## config.mk

```make
export PLATFORM = sky130hd
export DESIGN_NAME = entrada_clave
export DESIGN_NICKNAME = d
export VERILOG_FILES = /design/src/rtl/entrada_clave_pkg.sv /design/src/rtl/entrada_clave_calificador.sv /design/src/rtl/entrada_clave.sv
export SDC_FILE = /design/constraint.sdc
export NUM_CORES = 1
export LEC_CHECK = 0
export ABC_CLOCK_PERIOD_IN_PS = 5620
export CAP_MARGIN = 10
export CORE_MARGIN = 1.5
export CORE_UTILIZATION = 60
export CTS_CLUSTER_SIZE = 40
export DETAILED_ROUTE_END_ITERATION = 10
export PLACE_DENSITY = 0.89
export SLEW_MARGIN = 5
export SYNTH_ARGS = -nofsm -noshare
export SYNTH_HDL_FRONTEND = slang
export SYNTH_SLANG_ARGS = --single-unit
```

## constraint.sdc

```tcl
create_clock -name clk -period 5.62 [get_ports clk]
set_clock_uncertainty 0.05 [all_clocks]
set_input_delay 1.124 -clock clk [delete_from_list [all_inputs] [get_ports clk]]
set_output_delay 1.124 -clock clk [all_outputs]
set_load 0.1 [all_outputs]
```

## src/rtl/entrada_clave_pkg.sv

```systemverilog
// Shared ASCII codes and keypad-qualifier state encoding for the keypad scanner,
// PIN entry and UI blocks.
package entrada_clave_pkg;

    localparam logic [7:0] ASCII_CERO      = 8'h30;
    localparam logic [7:0] ASCII_NUEVE     = 8'h39;
    localparam logic [7:0] ASCII_ASTERISCO = 8'h2A;
    localparam logic [7:0] ASCII_NUMERAL   = 8'h23;
    localparam logic [7:0] ASCII_ERROR     = 8'h58;

    typedef enum logic [0:0] {
        ESPERA     = 1'b0,
        PRESIONADA = 1'b1
    } estado_calif_t;

    function automatic logic es_digito(input logic [7:0] c);
        return (c >= ASCII_CERO) && (c <= ASCII_NUEVE);
    endfunction

endpackage

```

## src/rtl/entrada_clave_calificador.sv

```systemverilog
// Keypress qualifier: turns the scanner's repeating/gapping key-present flag into
// one accepted event per physical press, with a release timeout.
module calificador_tecla
    import entrada_clave_pkg::*;
#(
    parameter int CICLOS_LIBERACION = 50000
) (
    input  logic       clk,
    input  logic       rst,
    input  logic       key_detected_i,
    input  logic [7:0] digito_i,
    output logic       tecla_valida_o,
    output logic [7:0] tecla_o
);

    localparam int CW = $clog2(CICLOS_LIBERACION + 1);
    localparam logic [CW-1:0] LIM_LIBERACION = CW'(CICLOS_LIBERACION - 1);

    estado_calif_t   estado_q, estado_d;
    logic [CW-1:0]   cnt_q, cnt_d;
    logic [7:0]      tecla_q, tecla_d;
    logic            valida_q, valida_d;

    always_ff @(posedge clk or posedge rst) begin
        if (rst) begin
            estado_q <= ESPERA;
            cnt_q    <= '0;
            tecla_q  <= '0;
            valida_q <= 1'b0;
        end else begin
            estado_q <= estado_d;
            cnt_q    <= cnt_d;
            tecla_q  <= tecla_d;
            valida_q <= valida_d;
        end
    end

    always_comb begin
        estado_d = estado_q;
        cnt_d    = cnt_q;
        tecla_d  = tecla_q;
        valida_d = 1'b0;
        case (estado_q)
            ESPERA: begin
                // The scanner's error code never starts a press.
                if (key_detected_i && (digito_i != ASCII_ERROR)) begin
                    estado_d = PRESIONADA;
                    tecla_d  = digito_i;
                    valida_d = 1'b1;
                    cnt_d    = '0;
                end
            end
            PRESIONADA: begin
                if (key_detected_i) begin
                    cnt_d = '0;
                end else if (cnt_q == LIM_LIBERACION) begin
                    estado_d = ESPERA;
                    cnt_d    = '0;
                end else begin
                    cnt_d = cnt_q + 1'b1;
                end
            end
            default: estado_d = ESPERA;
        endcase
    end

    assign tecla_valida_o = valida_q;
    assign tecla_o        = tecla_q;

endmodule

```

## src/rtl/entrada_clave.sv

```systemverilog
// PIN entry: digit buffer, clear/submit handling, compare and failure lockout.
// Build option ENTRADA_CLAVE_ECO_EN masks the displayed digits with '*'.
module entrada_clave
    import entrada_clave_pkg::*;
#(
    parameter int          CICLOS_LIBERACION = 50000,
    parameter int          LONG_CLAVE        = 4,
    parameter logic [63:0] CLAVE             = 64'h31323334,
    parameter int          MAX_FALLOS        = 3,
    parameter int          CICLOS_BLOQUEO    = 500000000
) (
    input  logic                             clk,
    input  logic                             rst,
    input  logic                             key_detected,
    input  logic [7:0]                       digito,
    output logic                             tecla_valida,
    output logic [7:0]                       tecla,
    output logic [8*LONG_CLAVE-1:0]          digitos,
    output logic [$clog2(LONG_CLAVE+1)-1:0]  num_digitos,
    output logic                             clave_ok,
    output logic                             clave_error,
    output logic                             bloqueado
);

    localparam int BW = 8 * LONG_CLAVE;
    localparam int NW = $clog2(LONG_CLAVE + 1);
    localparam int FW = $clog2(MAX_FALLOS + 1);
    localparam int TW = $clog2(CICLOS_BLOQUEO + 1);
    localparam logic [NW-1:0] LONG_N      = NW'(LONG_CLAVE);
    localparam logic [FW-1:0] MAX_N       = FW'(MAX_FALLOS);
    localparam logic [FW-1:0] MAX_M1      = FW'(MAX_FALLOS - 1);
    localparam logic [TW-1:0] BLOQUEO_M1  = TW'(CICLOS_BLOQUEO - 1);
    localparam logic [BW-1:0] CLAVE_REF   = CLAVE[BW-1:0];

    logic          valida_w;
    logic [7:0]    tecla_w;

    logic [BW-1:0] buf_q, buf_d;
    logic [NW-1:0] num_q, num_d;
    logic [FW-1:0] fallos_q, fallos_d;
    logic [TW-1:0] timer_q, timer_d;
    logic          bloq_q, bloq_d;
    logic          ok_q, ok_d;
    logic          err_q, err_d;

    calificador_tecla #(
        .CICLOS_LIBERACION(CICLOS_LIBERACION)
    ) u_calificador (
        .clk            (clk),
        .rst            (rst),
        .key_detected_i (key_detected),
        .digito_i       (digito),
        .tecla_valida_o (valida_w),
        .tecla_o        (tecla_w)
    );

    always_ff @(posedge clk or posedge rst) begin
        if (rst) begin
            buf_q    <= '0;
            num_q    <= '0;
            fallos_q <= '0;
            timer_q  <= '0;
            bloq_q   <= 1'b0;
            ok_q     <= 1'b0;
            err_q    <= 1'b0;
        end else begin
            buf_q    <= buf_d;
            num_q    <= num_d;
            fallos_q <= fallos_d;
            timer_q  <= timer_d;
            bloq_q   <= bloq_d;
            ok_q     <= ok_d;
            err_q    <= err_d;
        end
    end

    always_comb begin
        buf_d    = buf_q;
        num_d    = num_q;
        fallos_d = fallos_q;
        timer_d  = timer_q;
        bloq_d   = bloq_q;
        ok_d     = 1'b0;
        err_d    = 1'b0;
        if (bloq_q) begin
            // Keys are swallowed until the lockout timer expires.
            if (timer_q == '0) begin
                bloq_d   = 1'b0;
                fallos_d = '0;
            end else begin
                timer_d = timer_q - 1'b1;
            end
        end else if (valida_w) begin
            if (es_digito(tecla_w)) begin
                if (num_q < LONG_N) begin
                    // First digit lands in the MSB byte; later digits fill downward.
                    for (int i = 0; i < LONG_CLAVE; i++) begin
                        if (num_q == NW'(i)) begin
                            buf_d[8*(LONG_CLAVE-1-i) +: 8] = tecla_w;
                        end
                    end
                    num_d = num_q + 1'b1;
                end
            end else if (tecla_w == ASCII_ASTERISCO) begin
                buf_d = '0;
                num_d = '0;
            end else if (tecla_w == ASCII_NUMERAL) begin
                if ((num_q == LONG_N) && (buf_q == CLAVE_REF)) begin
                    ok_d     = 1'b1;
                    fallos_d = '0;
                end else begin
                    err_d = 1'b1;
                    if (fallos_q >= MAX_M1) begin
                        fallos_d = MAX_N;
                        bloq_d   = 1'b1;
                        timer_d  = BLOQUEO_M1;
                    end else begin
                        fallos_d = fallos_q + 1'b1;
                    end
                end
                buf_d = '0;
                num_d = '0;
            end
        end
    end

`ifdef ENTRADA_CLAVE_ECO_EN
    always_comb begin
        digitos = '0;
        for (int i = 0; i < LONG_CLAVE; i++) begin
            if (buf_q[8*i +: 8] != 8'h00) begin
                digitos[8*i +: 8] = ASCII_ASTERISCO;
            end
        end
    end
`else
    assign digitos = buf_q;
`endif

    assign tecla_valida = valida_w;
    assign tecla        = tecla_w;
    assign num_digitos  = num_q;
    assign clave_ok     = ok_q;
    assign clave_error  = err_q;
    assign bloqueado    = bloq_q;

endmodule

```

==> results by group, run 1 <==
Routing
  – Detailed-router iteration count before antenna repair: 5
  – Highest metal used: met4
  – Wire length on met3: around 570 µm
  – Detailed Route Iter0 Violations: 250
  – DR DRC count: 0
  – Final ANT Viol Nets: 0
  – Via/cell ratio: ~6.4
  – Routed metal-1 wirelength: just under 5000 µm
  – Routed wire per std cell: between 15 and 20 µm
  – Via count: 4014
  – Detail Route met2 WL: about 5300 µm
  – Total detailed-routing wirelength: between 10000 and 15000 µm

Synthesis
  – Ys async rst share: between 90% and 100%
  – Netlist area before placement: 4720 µm²
  – Fraction of synthesized cell area in xor and xnor cells: less than 1%
  – Adder and majority cell fraction of the synthesized area: about 2.1%
  – Dominant combinational cell family by area after synthesis: simple AND/OR/NAND/NOR gates
  – Synth warnings: 0
  – EDFF count, synth: 0
  – Cells after synthesis: between 400 and 500
  – Synth area leader: sky130_fd_sc_hd__dfrtp_1
  – Main area contributors after synthesis: sky130_fd_sc_hd__dfrtp_1, sky130_fd_sc_hd__nand2_1, sky130_fd_sc_hd__or4_1
  – Top-count cell post-synth: sky130_fd_sc_hd__dfrtp_1
  – Simple logic cell fraction of the synthesized area: between 20% and 30%
  – Syn_nets: around 490
  – Unique cell type count in the Yosys netlist: 53
  – Sequential fraction of the synthesis area: approximately half
  – Commonest cells post-synth: sky130_fd_sc_hd__dfrtp_1, sky130_fd_sc_hd__nand2_1, sky130_fd_sc_hd__a21oi_1
  – Register bit count reported by yosys: 95
  – Compound-gate portion of the synthesized area: approximately 15%
  – Most common flop cell mapped by yosys: sky130_fd_sc_hd__dfrtp_1
  – Share of synthesized area spent on multiplexers: under 10%
  – Avg Cell Area, Syn: around 10 µm²
  – Post-synth top area share: 50.4%

Setup path
  – Largest stage delay on the critical path: around 1.3 ns
  – Worst Path Max Fanout: 12
  – Required time of the worst setup path: 4.45 ns
  – WP buf/inv: 1
  – Worst setup startpoint: bloqueado
  – Crit Reg-Reg Startpoint: timer_q[14]
  – Top cell family by delay on the critical path: buffers and inverters
  – Worst R2R End: timer_q[6]
  – Slowest CP cell: sky130_fd_sc_hd__clkdlybuf4s50_1
  – Startpoint class of the critical path: flop
  – List of cells traversed by the critical path: clkdlybuf4s50_1
  – R2R setup slack: 2.56 ns
  – Reg2reg path depth: 6
  – Endpoint class of the critical path: output pin
  – Kind of critical path: flop to output pin
  – WP data arrival: between 2 and 2.5 ns

CTS
  – Number of buffers on the longest clock path: 2
  – Clk Latency, worst-skew pair: around 0.37 ns
  – CTS Hold Bufs: 0
  – Clock root cell: sky130_fd_sc_hd__clkbuf_8
  – CTS HTree Levels: 3
  – Clock tree from TritonCTS: yes
  – Number of gates given a new drive strength after cts: 0
  – TritonCTS Buffers: 9
  – CTS clock-pin slew for the worst setup and hold paths: around 0.10 ns
  – Number of setup buffers added after CTS: 0
  – TritonCTS Sinks: 95

STA
  – Unrepaired setup endpoints after global routing: false
  – Share of the clock period used by the worst path after layout: between 60% and 70%
  – Worst hold slack: ~0.46 ns
  – Time the worst path needs with I/O delays and setup: 3.45 ns
  – Final Max Slew Viols: 0
  – Highest achievable clock rate: slightly below 300 MHz
  – Worst Tran Pin Value: between 1 and 1.5 ns
  – Final setup violating endpoints: 0
  – Final sum of negative setup slack: 0 ns
  – Worst slew margin: 26.7%
  – Final hold violations: 0

Floorplanning
  – Floorplan row count: 32
  – Die H: a little over 90 µm
  – Die width: between 90 and 100 µm
  – Area of the die: around 8400 µm²
  – Starting density of the core: approximately three fifths
  – I/O pin count: between 50 and 60
  – Core Region: between 7000 and 8000 µm²

Global routing
  – Global-route usage over all layers: between 20% and 30%
  – Via count of the first global-routing pass: slightly below 4000
  – Pin count of the biggest net entering global routing: 52
  – Overflow left after global routing: 0
  – Wire length of the first global-routing pass: ~18000 µm
  – Initial antenna violation count: 0

Pwr
  – Leakage power: about 2.5 nW
  – Pwr/cell area: ~230 nW/µm²
  – Peak supply drop: ~0.14 mV

Layout
  – Final net count: 544
  – Layout cells sized above 1: roughly 6.4%
  – Fill count: about 560
  – Final design utilization: between 70 and 80%
  – Antenna cells: 0
  – Synthesis-to-finish area growth: 17.6%

Worst hold path
  – Worst hold path startpoint: timer_q[0]
  – Hold Path Cell Cnt: 1
  – Class of the tightest hold or removal check: flop to flop
  – Worst hold endpoint: timer_q[0]

Run
  – Number of maximum-capacitance constraint violations: 0

Placed design
  – HPWL after DPL: 7650 µm
  – Routability cong.: slightly below 0.9
  – Number of buffers added on ports: 57

Outcome
  – Run status: complete, no violations
==> cells in the final DEF, fill, tap and decap left out, drive strengths merged, types with 8 or more instances in the layout <==
| master | count |
|---|---|
| dfrtp | 95 |
| clkdlybuf4s50 | 57 |
| nand2 | 43 |
| a21oi | 28 |
| o21ai | 24 |
| inv | 24 |
| or4 | 21 |
| nor2 | 20 |
| or3 | 19 |
| nor3 | 18 |
| nand3 | 18 |
| o31ai | 14 |
| nor4 | 12 |
| clkbuf | 11 |
| o2bb2ai | 9 |
| mux2i | 9 |
| ha | 8 |
==> worst max-delay path by stage <==
stage / endpoint / depth (start not counted)
2_1_floorplan: bloqueado / 1
3_3_place_gp: u_calificador.cnt_q[10] / 6
3_5_place_dp: u_calificador.cnt_q[10] / 6
4_1_cts: bloqueado / 1
5_1_grt: bloqueado / 1
6_report: bloqueado / 1
==> power breakdown <==
group / switching, mW / internal [mW] / leakage, nW
Combinational: 0.0976 / 0.0341 / 1.13
Clock: 0.253 / 0.189 / 0.100
Sequential: 0.0166 / 0.693 / 1.31
==> layer usage <==
| layer | global-route usage [%] | up-vias |
|---|---|---|
| li1 | - | 1877 |
| met1 | 37.0 | 1970 |
| met2 | 45.0 | 139 |
| met3 | 6.14 | 28 |
| met4 | 8.72 | 0 |
| met5 | 0 | - |
==> final cells by class <==
cell class / instances / area, µm² / area share, %
clock buffer: 11 / 151 / 2.73
clock inverter: 5 / 40.0 / 0.722
inverter: 23 / 87.6 / 1.58
multi-input combinational: 336 / 2170 / 39.1
sequential: 95 / 2380 / 42.8
tap: 102 / 128 / 2.30
timing repair buffer: 60 / 593 / 10.7
==> flip-flops by register name, indices dropped and copies added, names as in the netlist <==
signal	count
num_digitos	3
clave_ok	1
u_calificador.estado_q	1
fallos_q	2
digitos	32
bloqueado	1
clave_error	1
u_calificador.tecla_o	8
timer_q	29
u_calificador.tecla_valida_o	1
u_calificador.cnt_q	16
==> through the flow <==
| step | instances | power (mW) | worst slack [ns] | area (µm²) |
|---|---|---|---|---|
| 6_report | 632 | 1.28 | 2.17 | 5550 |
| 2_1_floorplan | 473 | 0.813 | 1.97 | 4720 |
| 3_5_place_dp | 616 | 0.855 | 2.12 | 5360 |
| 5_1_grt | 632 | 1.32 | 2.13 | 5550 |
| 4_1_cts | 632 | 1.29 | 2.18 | 5550 |
| 3_3_place_gp | 616 | 0.851 | 2.23 | 5360 |
==> logic make-up (layout without fill, tap and decap cells) <==
group | after synthesis | in the layout
flops | 95 | 95
compound gates | 104 | 104
xor+xnor | 5 | 5
buf+inv | 42 | 99
simple gates | 203 | 203
fa+ha+maj | 8 | 8
mux | 16 | 16
No activity file was read; power rests on OpenSTA's default activity.
==> run 2, diff against run 1 <==
Settings changed: ABC_CLOCK_PERIOD_IN_PS 5620 to 3200, CORE_UTILIZATION 60 to 56, PLACE_DENSITY 0.89 to 0.84.
Clock period 5.62 ns to 3.2 ns, I/O delays scaled along.
==> results by group, run 2 (synthesis gave the netlist of run 1 again) <==
Global routing
  – Wire length of the first global-routing pass: 19300 µm (was 18400 µm)
  – Global-route usage over all layers: 27.5% (was 27.6%)
  – Initial antenna violation count: 0 (unchanged)
  – Overflow left after global routing: 0 (unchanged)
  – Via count of the first global-routing pass: 3958 (was 3878)
  – Pin count of the biggest net entering global routing: 46 (was 52)

Floorplanning
  – Area of the die: 8990 µm² (was 8410 µm²)
  – Floorplan row count: 33 (was 32)
  – Die H: 94.8 µm (was 91.7 µm)
  – Core Region: 8180 µm² (was 7690 µm²)
  – I/O pin count: 58 (unchanged)
  – Die width: 94.8 µm (was 91.7 µm)
  – Starting density of the core: 57.7% (was 61.4%)

CTS
  – CTS clock-pin slew for the worst setup and hold paths: 0.10 ns (about the same)
  – Clock tree from TritonCTS: yes (unchanged)
  – CTS Hold Bufs: 0 (unchanged)
  – TritonCTS Buffers: 9 (unchanged)
  – Number of buffers on the longest clock path: 2 (unchanged)
  – CTS HTree Levels: 3 (unchanged)
  – Number of gates given a new drive strength after cts: 0 (unchanged)
  – Number of setup buffers added after CTS: 0 (unchanged)
  – Clk Latency, worst-skew pair: 0.36 ns (was 0.37 ns)
  – Clock root cell: sky130_fd_sc_hd__clkbuf_8 (unchanged)
  – TritonCTS Sinks: 95 (unchanged)

Placed design
  – Area post-placement: 5330 µm² (was 5360 µm²)
  – HPWL after DPL: 7930 µm (was 7650 µm)
  – Number of buffers added on ports: 57 (unchanged)
  – Total instance count after detailed placement: 629 (was 616)
  – Worst setup timing slack at the placement stage: 0.355 ns (was 2.12 ns)
  – Routability cong.: 0.867 (was 0.864)

Setup path
  – WP data arrival: 3.13 ns (was 2.28 ns)
  – Kind of critical path: flop to flop (was flop to output pin)
  – Startpoint class of the critical path: flop (unchanged)
  – Required time of the worst setup path: 3.44 ns (was 4.45 ns)
  – Worst Path Max Fanout: 11 (was 12)
  – Endpoint class of the critical path: flop (was output pin)

Routing
  – Routed wire per std cell: 17.5 µm (about the same)
  – Via count: 4022 (was 4014)
  – DR DRC count: 0 (unchanged)
  – Detailed Route Iter0 Violations: 218 (was 250)
  – Final ANT Viol Nets: 0 (unchanged)
  – Detailed-router iteration count before antenna repair: 5 (unchanged)
  – Total detailed-routing wirelength: 11300 µm (was 11100 µm)
  – Via/cell ratio: 6.24 (was 6.35)

STA
  – Share of the clock period used by the worst path after layout: about 90%
  – Post-layout worst setup margin: 0.319 ns (was 2.17 ns)
  – Final Max Slew Viols: 0 (unchanged)
  – Final sum of negative setup slack: 0 ns (unchanged)
  – Time the worst path needs with I/O delays and setup: 2.88 ns
  – Worst Tran Pin Value: 1.03 ns (was 1.10 ns)
  – Unrepaired setup endpoints after global routing: false (unchanged)
  – Worst hold slack: 0.462 ns (was 0.458 ns)
  – Highest achievable clock rate: around 350 MHz
  – Final setup violating endpoints: 0 (unchanged)
  – Worst slew margin: 30.4% (was 26.7%)
  – Final hold violations: 0 (unchanged)

Run
  – Number of maximum-capacitance constraint violations: 0 (unchanged)

Layout
  – Antenna cells: 0 (unchanged)
  – Leading cell types in the layout, fill and taps excluded: sky130_fd_sc_hd__dfrtp_1, sky130_fd_sc_hd__buf_4, sky130_fd_sc_hd__nand2_1 (was sky130_fd_sc_hd__dfrtp_1, sky130_fd_sc_hd__clkdlybuf4s50_1, sky130_fd_sc_hd__nand2_1)
  – Layout Cell Area excl Fill: 5550 µm² (about the same)
  – Final net count: 554 (was 544)
  – Cell Count, Final, Fillers Out: 645 (was 632)
  – Synthesis-to-finish area growth: 17.7% (was 17.6%)
  – Final design utilization: 67.9% (was 72.2%)
  – Layout cells sized above 1: 16.7% (was 6.42%)
  – Most common cell after layout, fill and taps aside: sky130_fd_sc_hd__dfrtp_1 (unchanged)
  – Max FFs per register: 32 (unchanged)

Pwr
  – Pwr/cell area: 424 nW/µm² (was 231 nW/µm²)
  – Peak supply drop: 0.250 mV (was 0.144 mV)
  – Overall Power: 2.35 mW (was 1.28 mW)
  – Leakage power: 2.69 nW (was 2.54 nW)

Outcome
  – Run status: complete, no violations (unchanged)

Worst hold path
  – Class of the tightest hold or removal check: flop to flop (unchanged)
## run 2: cell types whose count changed in the layout (fill, tap and decap cells not counted)
cell	before	now
sky130_fd_sc_hd__clkdlybuf4s50_1	57	10
sky130_fd_sc_hd__buf_4	3	59
sky130_fd_sc_hd__clkbuf_1	0	1
sky130_fd_sc_hd__bufinv_16	0	2
sky130_fd_sc_hd__clkinv_4	2	1
sky130_fd_sc_hd__inv_6	2	0
sky130_fd_sc_hd__buf_12	0	1
sky130_fd_sc_hd__clkinvlp_4	0	1
sky130_fd_sc_hd__clkbuf_8	11	10
## run 2: final timing paths
path                            start  depth (start not counted)                      to  slack [ns]
setup / recovery           timer_q[5]                          5             timer_q[27]        0.32
hold / removal             timer_q[0]                          1              timer_q[0]        0.46
setup reg to reg           timer_q[5]                          5             timer_q[27]        0.32
hold reg to reg            timer_q[0]                          1              timer_q[0]        0.46
max in group asynchronous         rst                          3             digitos[13]        1.86
min in group asynchronous         rst                          2  u_calificador.cnt_q[4]        0.54
## run 2: layout make-up
class | instances | area [µm²]
Clock buffer | 11 | 141
Inverter | 23 | 87.6
Multi-Input combinational cell | 336 | 2170
Timing Repair Buffer | 70 | 563
Clock inverter | 5 | 81.3
Sequential cell | 95 | 2380
Fill cell | 625 | 2620
Tap cell | 105 | 131
## run 2: where the power goes
part | switching, mW | internal [mW] | leakage (nW) | total [mW]
Sequential | 0.0280 | 1.22 | 1.31 | 1.24
Combinational | 0.171 | 0.0590 | 1.27 | 0.230
Clock | 0.417 | 0.462 | 0.110 | 0.879
## run 2: critical path, cell delays in order, from the launching register on
cell and delay, ns:
sky130_fd_sc_hd__dfrtp_1 0.44, sky130_fd_sc_hd__or4_4 0.55, sky130_fd_sc_hd__or4_1 0.67, sky130_fd_sc_hd__or3_1 0.50, sky130_fd_sc_hd__or4_1 0.51, sky130_fd_sc_hd__nand3_1 0.10
## run 2: layer usage
metal | vias to the layer above | part of all wire [%] | track usage [%]
met5 | - | 0 | 0
li1 | 1887 | - | -
met4 | 0 | 0.96 | 6.97
met3 | 12 | 4.3 | 6.04
met2 | 108 | 49 | 44.9
met1 | 2015 | 46 | 37.2
